### src/rtl/mdio_phy_responder.sv
// Clause-22 MDIO target: oversamples MDC/MDIO on CLK, decodes frames for
// PHY_ADDR and bridges reads/writes onto a simple user register port.
module mdio_phy_responder #(
   parameter logic [4:0] PHY_ADDR     = 5'd1,
   parameter int         PREAMBLE_LEN = 32,
   parameter int         SYNC_STAGES  = 2
) (
   input  logic        CLK,
   input  logic        RST,
   input  logic        MDC_IN,
   input  logic        MDIO_IN,
   output logic        MDIO_OUT,
   output logic        MDIO_OE,
   output logic [4:0]  REG_ADR,
   output logic        REG_RD,
   input  logic [15:0] REG_RD_DAT,
   output logic        REG_WR,
   output logic [15:0] REG_WR_DAT,
   output logic        BUSY
);

   typedef enum logic [3:0] {
      S_IDLE, S_ST, S_OP, S_PHYAD, S_REGAD,
      S_TA, S_RD_DATA, S_WR_DATA, S_SKIP
   } state_t;

   localparam logic [5:0] PLEN = 6'(PREAMBLE_LEN);

   logic [SYNC_STAGES-1:0] mdc_sync_q, mdio_sync_q;
   logic mdc_prev_q;
   logic mdc_rise, bit_s;

   state_t      state_q, state_d;
   logic [5:0]  pcnt_q, pcnt_d;
   logic [4:0]  bcnt_q, bcnt_d;
   logic        op_hi_q, op_hi_d;
   logic        rd_q, rd_d;
   logic        inv_q, inv_d;
   logic [3:0]  phy_q, phy_d;
   logic [4:0]  adr_q, adr_d;
   logic [15:0] sh_q, sh_d;
   logic [15:0] wdat_q, wdat_d;
   logic        out_q, out_d;
   logic        oe_q, oe_d;
   logic        rdreq_q, rdreq_d;
   logic        wr_q, wr_d;
   logic        busy_q, busy_d;

   assign mdc_rise = mdc_sync_q[SYNC_STAGES-1] & ~mdc_prev_q;
   assign bit_s    = mdio_sync_q[SYNC_STAGES-1];

   always_comb begin
      state_d = state_q;
      pcnt_d  = pcnt_q;
      bcnt_d  = bcnt_q;
      op_hi_d = op_hi_q;
      rd_d    = rd_q;
      inv_d   = inv_q;
      phy_d   = phy_q;
      adr_d   = adr_q;
      sh_d    = sh_q;
      wdat_d  = wdat_q;
      out_d   = out_q;
      oe_d    = oe_q;
      rdreq_d = 1'b0;
      wr_d    = 1'b0;
      busy_d  = busy_q;
      // read data arrives the cycle after the request pulse
      if (rdreq_q) sh_d = REG_RD_DAT;
      if (mdc_rise) begin
         unique case (state_q)
            S_IDLE: begin
               if (bit_s) begin
                  pcnt_d = (pcnt_q == PLEN) ? PLEN : pcnt_q + 6'd1;
               end else if (pcnt_q == PLEN) begin
                  state_d = S_ST;
                  busy_d  = 1'b1;
                  pcnt_d  = 6'd0;
               end else begin
                  pcnt_d = 6'd0;
               end
            end
            S_ST: begin
               bcnt_d = 5'd0;
               if (bit_s) begin
                  state_d = S_OP;
               end else begin
                  state_d = S_IDLE;
                  busy_d  = 1'b0;
                  pcnt_d  = 6'd0;
               end
            end
            S_OP: begin
               if (bcnt_q == 5'd0) begin
                  op_hi_d = bit_s;
                  bcnt_d  = 5'd1;
               end else begin
                  rd_d    = op_hi_q & ~bit_s;
                  inv_d   = (op_hi_q == bit_s);
                  bcnt_d  = 5'd0;
                  state_d = S_PHYAD;
               end
            end
            S_PHYAD: begin
               phy_d = {phy_q[2:0], bit_s};
               if (bcnt_q == 5'd4) begin
                  bcnt_d = 5'd0;
                  if (inv_q || ({phy_q, bit_s} != PHY_ADDR)) state_d = S_SKIP;
                  else state_d = S_REGAD;
               end else begin
                  bcnt_d = bcnt_q + 5'd1;
               end
            end
            S_REGAD: begin
               adr_d = {adr_q[3:0], bit_s};
               if (bcnt_q == 5'd4) begin
                  bcnt_d  = 5'd0;
                  rdreq_d = rd_q;
                  state_d = S_TA;
               end else begin
                  bcnt_d = bcnt_q + 5'd1;
               end
            end
            S_TA: begin
               if (bcnt_q == 5'd0) begin
                  bcnt_d = 5'd1;
                  if (rd_q) begin
                     oe_d  = 1'b1;
                     out_d = 1'b0;
                  end
               end else begin
                  bcnt_d = 5'd0;
                  if (rd_q) begin
                     out_d   = sh_q[15];
                     sh_d    = {sh_q[14:0], 1'b0};
                     state_d = S_RD_DATA;
                  end else begin
                     state_d = S_WR_DATA;
                  end
               end
            end
            S_RD_DATA: begin
               if (bcnt_q == 5'd15) begin
                  oe_d    = 1'b0;
                  out_d   = 1'b0;
                  state_d = S_IDLE;
                  busy_d  = 1'b0;
                  pcnt_d  = 6'd0;
                  bcnt_d  = 5'd0;
               end else begin
                  out_d  = sh_q[15];
                  sh_d   = {sh_q[14:0], 1'b0};
                  bcnt_d = bcnt_q + 5'd1;
               end
            end
            S_WR_DATA: begin
               sh_d = {sh_q[14:0], bit_s};
               if (bcnt_q == 5'd15) begin
                  wdat_d  = {sh_q[14:0], bit_s};
                  wr_d    = 1'b1;
                  state_d = S_IDLE;
                  busy_d  = 1'b0;
                  pcnt_d  = 6'd0;
                  bcnt_d  = 5'd0;
               end else begin
                  bcnt_d = bcnt_q + 5'd1;
               end
            end
            S_SKIP: begin
               if (bcnt_q == 5'd22) begin
                  state_d = S_IDLE;
                  busy_d  = 1'b0;
                  pcnt_d  = 6'd0;
                  bcnt_d  = 5'd0;
               end else begin
                  bcnt_d = bcnt_q + 5'd1;
               end
            end
            default: state_d = S_IDLE;
         endcase
      end
   end

   always_ff @(posedge CLK) begin
      if (RST) begin
         mdc_sync_q  <= '0;
         mdio_sync_q <= '0;
         mdc_prev_q  <= 1'b0;
         state_q     <= S_IDLE;
         pcnt_q      <= 6'd0;
         bcnt_q      <= 5'd0;
         op_hi_q     <= 1'b0;
         rd_q        <= 1'b0;
         inv_q       <= 1'b0;
         phy_q       <= 4'd0;
         adr_q       <= 5'd0;
         sh_q        <= 16'd0;
         wdat_q      <= 16'd0;
         out_q       <= 1'b0;
         oe_q        <= 1'b0;
         rdreq_q     <= 1'b0;
         wr_q        <= 1'b0;
         busy_q      <= 1'b0;
      end else begin
         mdc_sync_q  <= {mdc_sync_q[SYNC_STAGES-2:0], MDC_IN};
         mdio_sync_q <= {mdio_sync_q[SYNC_STAGES-2:0], MDIO_IN};
         mdc_prev_q  <= mdc_sync_q[SYNC_STAGES-1];
         state_q     <= state_d;
         pcnt_q      <= pcnt_d;
         bcnt_q      <= bcnt_d;
         op_hi_q     <= op_hi_d;
         rd_q        <= rd_d;
         inv_q       <= inv_d;
         phy_q       <= phy_d;
         adr_q       <= adr_d;
         sh_q        <= sh_d;
         wdat_q      <= wdat_d;
         out_q       <= out_d;
         oe_q        <= oe_d;
         rdreq_q     <= rdreq_d;
         wr_q        <= wr_d;
         busy_q      <= busy_d;
      end
   end

   assign MDIO_OUT   = out_q;
   assign MDIO_OE    = oe_q;
   assign REG_ADR    = adr_q;
   assign REG_RD     = rdreq_q;
   assign REG_WR     = wr_q;
   assign REG_WR_DAT = wdat_q;
   assign BUSY       = busy_q;

endmodule

### config.mk
export PLATFORM = sky130hd
export DESIGN_NAME = mdio_phy_responder
export DESIGN_NICKNAME = d
export VERILOG_FILES = /design/src/rtl/mdio_phy_responder.sv
export SDC_FILE = /design/constraint.sdc
export NUM_CORES = 1
export LEC_CHECK = 0
export CAP_MARGIN = 20
export CORE_UTILIZATION = 45
export DETAILED_ROUTE_END_ITERATION = 8
export PLACE_DENSITY = 0.66
export RECOVER_POWER = 100
export SYNTH_ARGS = -nofsm -noshare
export SYNTH_HDL_FRONTEND = slang
export SYNTH_SLANG_ARGS = --single-unit
### constraint.sdc
create_clock -name CLK -period 2.4 [get_ports CLK]
set_clock_uncertainty 0.15 [all_clocks]
set_input_delay 0.36 -clock CLK [delete_from_list [all_inputs] [get_ports CLK]]
set_output_delay 0.36 -clock CLK [all_outputs]
set_load 0.02 [all_outputs]
==> impl_metrics.yaml, run 1 <==
run_status:
  status: "complete, no violations"
critical_path:
  start_kind: "register"
  crit_required_ns: 2.52
  arrival_ns: 2.36
  r2r-start: "bcnt_q[1]"
  worstSetupPathType: "reg -> reg"
  cp_max_fo: 10
  regToRegEndpoint: "pcnt_q[5]"
  end_kind: "register"
  rrSetupSlack_ns: 0.16
  reg2reg_depth: 7
worst_hold_path:
  hold_depth: 1
  min-delay-start: "mdc_sync_q[0]"
  worst_hold_path.endpoint: "mdc_sync_q[1]"
  hp-class: "reg -> reg"
routing:
  avgRoutedWirePerCell_um: 13.76
  drt-pass1-iter-count: 4
  drt-initial-drc-count: 90
  drt_wl_total_um: 7335
  ant_nets: 0
  viasPerCell: 5.373
  dr_total_vias: 2864
  drc: 0
global_route:
  grt_overflow: 0
  grt_max_degree: 40
  track_usage_pct: 19.79
  antenna_found_initial: 0
  grt_pass1_vias: 2539
  grt_first_pass_wirelength_um: 11950
final_layout:
  multi_input_area_um2: 1803
  finish.utilization_pct: 56.75
  fillers: 687
  drive_gt1_share_pct: 8.756
  nets: 459
  final_cells: 533
  antennaDiodeCount: 0
  area_growth_pct: 22.00
  regArea_um2: 1381
logic_synthesis:
  netlist_instances: 388
  synth_ff_type: "dfxtp_1"
  synthDistinctLibCells: 57
  synth_nets: 417
  synth_edf_count: 0
  synth_warnings: 0
  synth_area_um2: 3356
  synthArstFlopShare_pct: 0
  ys_seq_area_share_pct: 41.16
  syn_area_per_cell_um2: 8.649
  postSynthRegisterBits: 69
flow_run:
  maxCapViolations: 0
timing:
  slew-limit-headroom_pct: 47.72
  fin_crit_ns: 2.239
  finalSetupViolations: 0
  hold_viol: 0
  hold_ws_ns: 0.2888
  max_freq_mhz: 446.6
  tns_ns: 0
  period_share_pct: 93.31
  worst-slew-pin-transition_ns: 0.7841
  rsz0062_at_grt: "no"
  slew_viol_final: 0
floorplan:
  dieArea_um2: 7807
  initial_core_util_pct: 46.51
  die_y_um: 88.36
  core.rowCount: 31
  dieWidth_um: 88.36
  ios: 46
  coreArea_um2: 7214
clock_tree:
  clk_path_buf_depth: 2
  clock_latency_ns: 0.34
  cts_tree: "yes"
  post_cts_resized: 0
  cts_num_sinks: 69
  cts_setup_buffers: 0
  htree_levels: 3
  clockRootBuffer: "clkbuf_8"
  clk_pin_slew_worst_paths_ns: 0.08
  cts_hold_buffers: 0
  cts_buffers: 9
placement:
  dp_hpwl_um: 5199
  placedCellCount: 518
  place.gp.congestion: 0.8148
  io_buffers: 45
pwr:
  p_leak_nw: 1.530
  power_mw: 2.256
  max-vdd-ir-drop_mv: 0.4300
  powerDensity_nw_per_um2: 551.1
-- registers in the layout (all words and copies together) (netlist names) --
| register | count |
|---|---|
| MDIO_OE | 1 |
| op_hi_q | 1 |
| mdio_sync_q | 2 |
| mdc_prev_q | 1 |
| REG_WR | 1 |
| pcnt_q | 6 |
| rd_q | 1 |
| BUSY | 1 |
| mdc_sync_q | 2 |
| bcnt_q | 5 |
| REG_WR_DAT | 16 |
| state_q | 4 |
| sh_q | 16 |
| phy_q | 4 |
| REG_ADR | 5 |
| MDIO_OUT | 1 |
| inv_q | 1 |
| REG_RD | 1 |
-- area by class of cell --
type / instances / share of cell area [%]
clock inverter: 6 / 2.170
clock buffer: 9 / 3.026
multi-input combinational: 281 / 44.04
timing repair buffer: 56 / 12.81
sequential: 69 / 33.74
tap: 99 / 3.026
inverter: 13 / 1.192
-- logic make-up after synthesis --
| logic type | after synthesis | share of synthesized area (%) |
|---|---|---|
| compound gates | 90 | 17.60 |
| xor+xnor | 1 | 0.2610 |
| fa+ha+maj | 9 | 3.356 |
| buf+inv | 38 | 4.773 |
| flops | 69 | 41.16 |
| mux | 25 | 7.494 |
| simple gates | 156 | 25.35 |
-- worst max-delay path by stage --
stage / start / to / slack [ns] / depth (start not counted)
3_3_place_gp: state_q[2] / pcnt_q[5] / 0.26 / 5
3_5_place_dp: bcnt_q[1] / sh_q[2] / 0.18 / 9
4_1_cts: bcnt_q[1] / sh_q[2] / 0.16 / 9
6_report: bcnt_q[1] / pcnt_q[5] / 0.16 / 7
5_1_grt: bcnt_q[1] / pcnt_q[5] / 0.008 / 7
2_1_floorplan: bcnt_q[1] / sh_q[10] / 0.24 / 9
-- cells in the final DEF (no fill, tap or decap), types with 13 or more instances in the layout --
cell type,netlist,layout
nand3_1,34,34
nor2_1,39,39
a211oi_1,15,15
a21oi_1,35,35
nand2_1,32,32
inv_1,13,13
dlygate4sd3_1,0,26
mux2i_1,24,24
dfxtp_1,69,69
clkdlybuf4s50_1,0,18
-- routing by layer --
layer | vias to the layer above | GRT usage, % | wire length (um)
met5 | - | 0 | 0
met4 | 0 | 9.091 | 104
met3 | 11 | 3.451 | 254
met2 | 59 | 32.03 | 3426
met1 | 1317 | 25.77 | 3550
li1 | 1477 | - | -
-- power by group --
part / total [mW] / switching, mW / internal, mW
logic: 0.0879 / 0.0452 / 0.0427
clock network: 1.02 / 0.436 / 0.579
registers: 1.15 / 0.00401 / 1.15
-- through the flow --
| step | area (um2) | setup WS (ns) |
|---|---|---|
| floorplan | 3356 | 0.2446 |
| global placement | 3928 | 0.2631 |
| detailed placement | 3928 | 0.1755 |
| CTS | 4140 | 0.1562 |
| global route | 4094 | 0.007868 |
| finish | 4094 | 0.1607 |
-- synthesized netlist by cell type, types with 2 or more instances --
cell	instances	area, um2
nand3_1	34	170.2
dfxtp_1	69	1381
a31oi_1	2	12.51
o22ai_1	2	12.51
and3b_1	3	26.28
or3_1	3	18.77
nand2_1	32	120.1
nor2b_1	10	62.56
buf_2	8	40.04
mux2i_1	24	240.2
nor3b_1	2	15.01
and3_1	2	12.51
o21ai_1	2	10.01
a211oi_1	15	112.6
o21ai_0	11	55.05
nor4_4	2	42.54
nand2b_1	7	43.79
inv_1	13	48.80
nor2_1	39	146.4
o21a_1	2	15.01
o211ai_1	2	15.01
a211o_1	3	26.28
a21oi_1	35	175.2
nand3b_1	3	22.52
ha_1	9	112.6
o2111ai_1	3	26.28
nor4_1	3	18.77
nand4b_1	4	35.03
clkbuf_1	16	60.06
-- worst max-delay path, cell delays in order (launching register included) --
cell and delay, ns:
dfxtp_1 0.40, ha_1 0.20, and3_1 0.22, ha_1 0.22, o21a_2 0.19, o21ai_4 0.10
or4_1 0.51, a21oi_1 0.17
No activity file was read; power rests on OpenSTA's default activity.
==> run 2: changes to the inputs <==
--- a/config.mk
+++ b/config.mk
@@ -10,6 +10,7 @@
 export DETAILED_ROUTE_END_ITERATION = 8
 export PLACE_DENSITY = 0.66
 export RECOVER_POWER = 100
+export SETUP_SLACK_MARGIN = 0.1
 export SYNTH_ARGS = -nofsm -noshare
 export SYNTH_HDL_FRONTEND = slang
 export SYNTH_SLANG_ARGS = --single-unit
==> run 2 against run 1 <==
Global-route usage unchanged. Flip-flop and latch count unchanged. Highest routed layer unchanged. Cell area up 2.6%. Critical path type unchanged. Maximum frequency down 1.9%. Setup slack worse by 0.044 ns. Via count up 0.28%.
==> impl_metrics.yaml, run 2 (same netlist as run 1, synthesis figures left out) <==
run_status:
  status: "complete, no violations"
routing:
  wl_met3_um: 245
  wl_met2_um: 3715
  wl_met1_um: 3579
  avgRoutedWirePerCell_um: 14.24
  drt-initial-drc-count: 84
  top_layer: "met4"
  ant_nets: 0
  drt-pass1-iter-count: 4
  dr_total_vias: 2872
  drt_wl_total_um: 7618
  drc: 0
  viasPerCell: 5.368
global_route:
  track_usage_pct: 19.79
  grt_overflow: 0
  grt_pass1_vias: 2539
  antenna_found_initial: 0
  grt_max_degree: 40
  grt_first_pass_wirelength_um: 11950
critical_path:
  crit_required_ns: 2.48
  arrival_ns: 2.37
  regToRegEndpoint: "sh_q[7]"
  start_kind: "register"
  r2r-start: "bcnt_q[0]"
  reg2reg_depth: 9
  cp-endpoint: "sh_q[7]"
  cp_max_fo: 8
  critical_path.startpoint: "bcnt_q[0]"
  worstSetupPathType: "reg -> reg"
  end_kind: "register"
  rrSetupSlack_ns: 0.12
pwr:
  max-vdd-ir-drop_mv: 0.4313
  p_leak_nw: 1.570
  power_mw: 2.257
  powerDensity_nw_per_um2: 537.2
timing:
  slew_viol_final: 0
  rsz0062_at_grt: "no"
  max_freq_mhz: 437.9
  finalSetupViolations: 0
  hold_viol: 0
  slew-limit-headroom_pct: 33.82
  fin_crit_ns: 2.283
  hold_ws_ns: 0.2890
  tns_ns: 0
  period_share_pct: 95.14
  worst-slew-pin-transition_ns: 0.9927
clock_tree:
  clockRootBuffer: "clkbuf_8"
  clock_latency_ns: 0.34
  clk_path_buf_depth: 2
  cts_buffers: 9
  cts_setup_buffers: 0
  htree_levels: 3
  clk_pin_slew_worst_paths_ns: 0.08
  cts_tree: "yes"
  cts_num_sinks: 69
  cts_hold_buffers: 0
floorplan:
  dieArea_um2: 7807
  initial_core_util_pct: 46.51
  ios: 46
  dieWidth_um: 88.36
  coreArea_um2: 7214
  core.rowCount: 31
  die_y_um: 88.36
final_layout:
  fillers: 682
  layout_common_cells: "64 x dfxtp_1, 39 x nor2_1, 35 x a21oi_1, 34 x nand3_1, 32 x nand2_1"
  drive_gt1_share_pct: 11.70
  final_cells: 535
  antennaDiodeCount: 0
  nets: 461
  fin_area_um2: 4202
  final_common_cell: "dfxtp_1"
  area_growth_pct: 25.21
placement:
  io_buffers: 45
  place_area_um2: 3928
  place.gp.congestion: 0.8148
  placedCellCount: 518
  dp_hpwl_um: 5199
worst_hold_path:
  hp-class: "reg -> reg"
flow_run:
  maxCapViolations: 0
==> run 2: stage by stage <==
stage	setup slack (ns)	utilization, %
floorplan	0.2446	-
CTS	0.1562	57.39
global route	0.004250	58.24
finish	0.1166	58.24
global placement	0.2631	54.44
detailed placement	0.1755	54.44
==> run 2: cell type report <==
cell class / count / area, um2 / area share [%]
repair buffers: 58 / 586.8 / 13.97
inverters: 13 / 48.80 / 1.161
clock buffers: 9 / 123.9 / 2.948
flip-flops and latches: 69 / 1388 / 33.03
multi-input cells: 281 / 1842 / 43.84
well taps: 99 / 123.9 / 2.948
clock inverters: 6 / 88.84 / 2.114
==> run 2: worst min path at each step <==
stage              startpoint             end  slack (ns)  cells after the start
2_1_floorplan   mdc_sync_q[0]   mdc_sync_q[1]        0.26                      1
3_3_place_gp   mdio_sync_q[0]  mdio_sync_q[1]        0.27                      1
3_5_place_dp    mdc_sync_q[0]   mdc_sync_q[1]        0.27                      1
4_1_cts         mdc_sync_q[0]   mdc_sync_q[1]        0.29                      1
5_1_grt         mdc_sync_q[0]   mdc_sync_q[1]        0.31                      1
6_report        mdc_sync_q[0]   mdc_sync_q[1]        0.29                      1
==> run 2: critical path, cell delays in order (launching register included) <==
cell       delay [ns]
dfxtp_1          0.36
ha_1             0.21
and3_4           0.21
ha_2             0.20
buf_4            0.15
nor2_1           0.07
o2111ai_4        0.32
clkbuf_16        0.22
nor2_1           0.05
a211oi_1         0.24
==> run 2: what timing repair did <==
action	CTS	global route
hold endpoints to repair	0	0
gates resized for setup	0	12
setup endpoints to repair	0	26
==> run 2: power by group <==
part           internal (mW)  switching, mW
sequential              1.15        0.00415
combinational         0.0432         0.0454
clock                  0.579          0.437
total                   1.77          0.486
==> run 2: per-layer routing <==
metal	track usage (%)	up-vias
li1	-	1478
met5	0	-
met2	32.03	53
met3	3.451	7
met1	25.77	1334
met4	9.091	0
==> run 3: changes to the inputs <==
--- a/config.mk
+++ b/config.mk
@@ -6,7 +6,7 @@
 export NUM_CORES = 1
 export LEC_CHECK = 0
 export CAP_MARGIN = 20
-export CORE_UTILIZATION = 45
+export CORE_UTILIZATION = 37
 export DETAILED_ROUTE_END_ITERATION = 8
 export PLACE_DENSITY = 0.66
 export RECOVER_POWER = 100
==> run 3 against run 2 <==
Total power grew 1.3%. Sequential share of layout area down 0.069 points. Combinational power rose by 5.1%. Routed wire length increased by 1.7%. Clock-buffer cell count is the same. Critical path depth is the same. Largest cell class unchanged. Highest routed layer unchanged. Cell area hardly changed. Die area rose by 21%. Register-to-register slack gained 0.07 ns. Flip-flop and latch count unchanged. Setup slack better by 0.069 ns. First-iteration DRC count increased by 110%.
==> impl_metrics.yaml, run 3 (same netlist as run 1, synthesis figures left out) <==
critical_path:
  crit_top_cell: "ha_1"
  critPathBufInv: 2
  worstSetupPathType: "reg -> reg"
  worstPathCellList: "ha_1, and3_1, ha_1, buf_4, nor2_2, o2111ai_4, clkbuf_16, nor2_1, a211oi_1"
  arrival_ns: 2.33
  end_kind: "register"
  r2r-start: "bcnt_q[0]"
  start_kind: "register"
  max_stage_delay_ns: 0.36
  crit_required_ns: 2.51
  slowest_stage: "dfxtp_1"
  cp_max_fo: 8
  cpLargestDelayFamily: "compound AO/OA/AOI/OAI gates"
  critical_path.startpoint: "bcnt_q[0]"
timing:
  max_freq_mhz: 451.6
  period_share_pct: 92.27
  rsz0062_at_grt: "yes"
  hold_ws_ns: 0.3034
  tns_ns: 0
  fin_ws_ns: 0.1856
  hold_viol: 0
  worst-slew-pin-transition_ns: 0.7605
  slew_viol_final: 0
  finalSetupViolations: 0
  slew-limit-headroom_pct: 48.88
  fin_crit_ns: 2.214
floorplan:
  die_y_um: 97.24
  coreArea_um2: 8763
  initial_core_util_pct: 38.29
  ios: 46
  core.rowCount: 34
  dieArea_um2: 9455
  dieWidth_um: 97.24
routing:
  dr_total_vias: 2933
  ant_nets: 0
  wl_met2_um: 3636
  viasPerCell: 5.392
  top_layer: "met4"
  drc: 0
  drt-pass1-iter-count: 4
  wl_met3_um: 436
  drt-initial-drc-count: 174
  avgRoutedWirePerCell_um: 14.24
  drt_wl_total_um: 7746
  wl_met1_um: 3563
final_layout:
  final_cells: 544
  nets: 460
  final_common_cell: "dfxtp_1"
  finish.utilization_pct: 47.96
  fillers: 864
  antennaDiodeCount: 0
  area_growth_pct: 25.24
  layout_common_cells: "66 x dfxtp_1, 38 x nor2_1, 35 x a21oi_1, 34 x nand3_1, 32 x nand2_1"
  fin_area_um2: 4203
  drive_gt1_share_pct: 10.32
global_route:
  grt_overflow: 0
  grt_max_degree: 40
  track_usage_pct: 16.97
  grt_pass1_vias: 2745
  antenna_found_initial: 0
  grt_first_pass_wirelength_um: 12990
placement:
  place.gp.congestion: 0.9025
  dp_hpwl_um: 5298
  io_buffers: 45
  pre_cts_ws_ns: 0.2023
  placedCellCount: 526
  place_area_um2: 3931
pwr:
  powerDensity_nw_per_um2: 544.2
  power_mw: 2.287
  p_leak_nw: 1.573
  max-vdd-ir-drop_mv: 0.3172
clock_tree:
  htree_levels: 3
  clk_pin_slew_worst_paths_ns: 0.08
  clk_path_buf_depth: 2
  cts_tree: "yes"
  cts_hold_buffers: 0
  clockRootBuffer: "clkbuf_8"
  clock_latency_ns: 0.34
  cts_buffers: 9
  cts_num_sinks: 69
flow_run:
  maxCapViolations: 0
run_status:
  status: "complete, no violations"
worst_hold_path:
  min-delay-start: "REG_WR_DAT[8]"
  hp-class: "reg -> reg"
run 3: power breakdown:
part | switching, mW | internal (mW)
clock network | 0.454 | 0.588
logic | 0.0474 | 0.0457
registers | 0.00266 | 1.15
total | 0.505 | 1.78
run 3: worst min-delay path, cell delays in order (launching register included):
cell	delay, ns
dfxtp_1	0.31
nand2_1	0.05
a21oi_1	0.05
run 3: cell type report:
cell class	instances	area (um2)	share of cell area [%]
clock buffer	9	123.9	2.947
clock inverter	7	97.59	2.322
multi-input combinational	281	1819	43.29
tap	108	135.1	3.215
inverter	13	48.80	1.161
timing repair buffer	57	593.1	14.11
sequential	69	1385	32.96
run 3: timing repair:
item                                    in CTS  in global routing
buffers inserted                             0                  0
endpoints found under the setup margin       0                 34
resized for setup                            0                  7
run 3: metal layers:
layer	track usage [%]	vias up
li1	-	1477
met1	22.34	1359
met2	26.60	83
met3	4.245	14
met4	6.900	0
met5	0	-
run 3: worst paths after layout:
| kind | to | slack, ns | cells past startpoint |
|---|---|---|---|
| worst min register to register | REG_WR_DAT[8] | 0.30 | 2 |
| worst max register to register | sh_q[5] | 0.19 | 9 |
| worst min-delay path | REG_WR_DAT[8] | 0.30 | 2 |
| worst max-delay path | sh_q[5] | 0.19 | 9 |
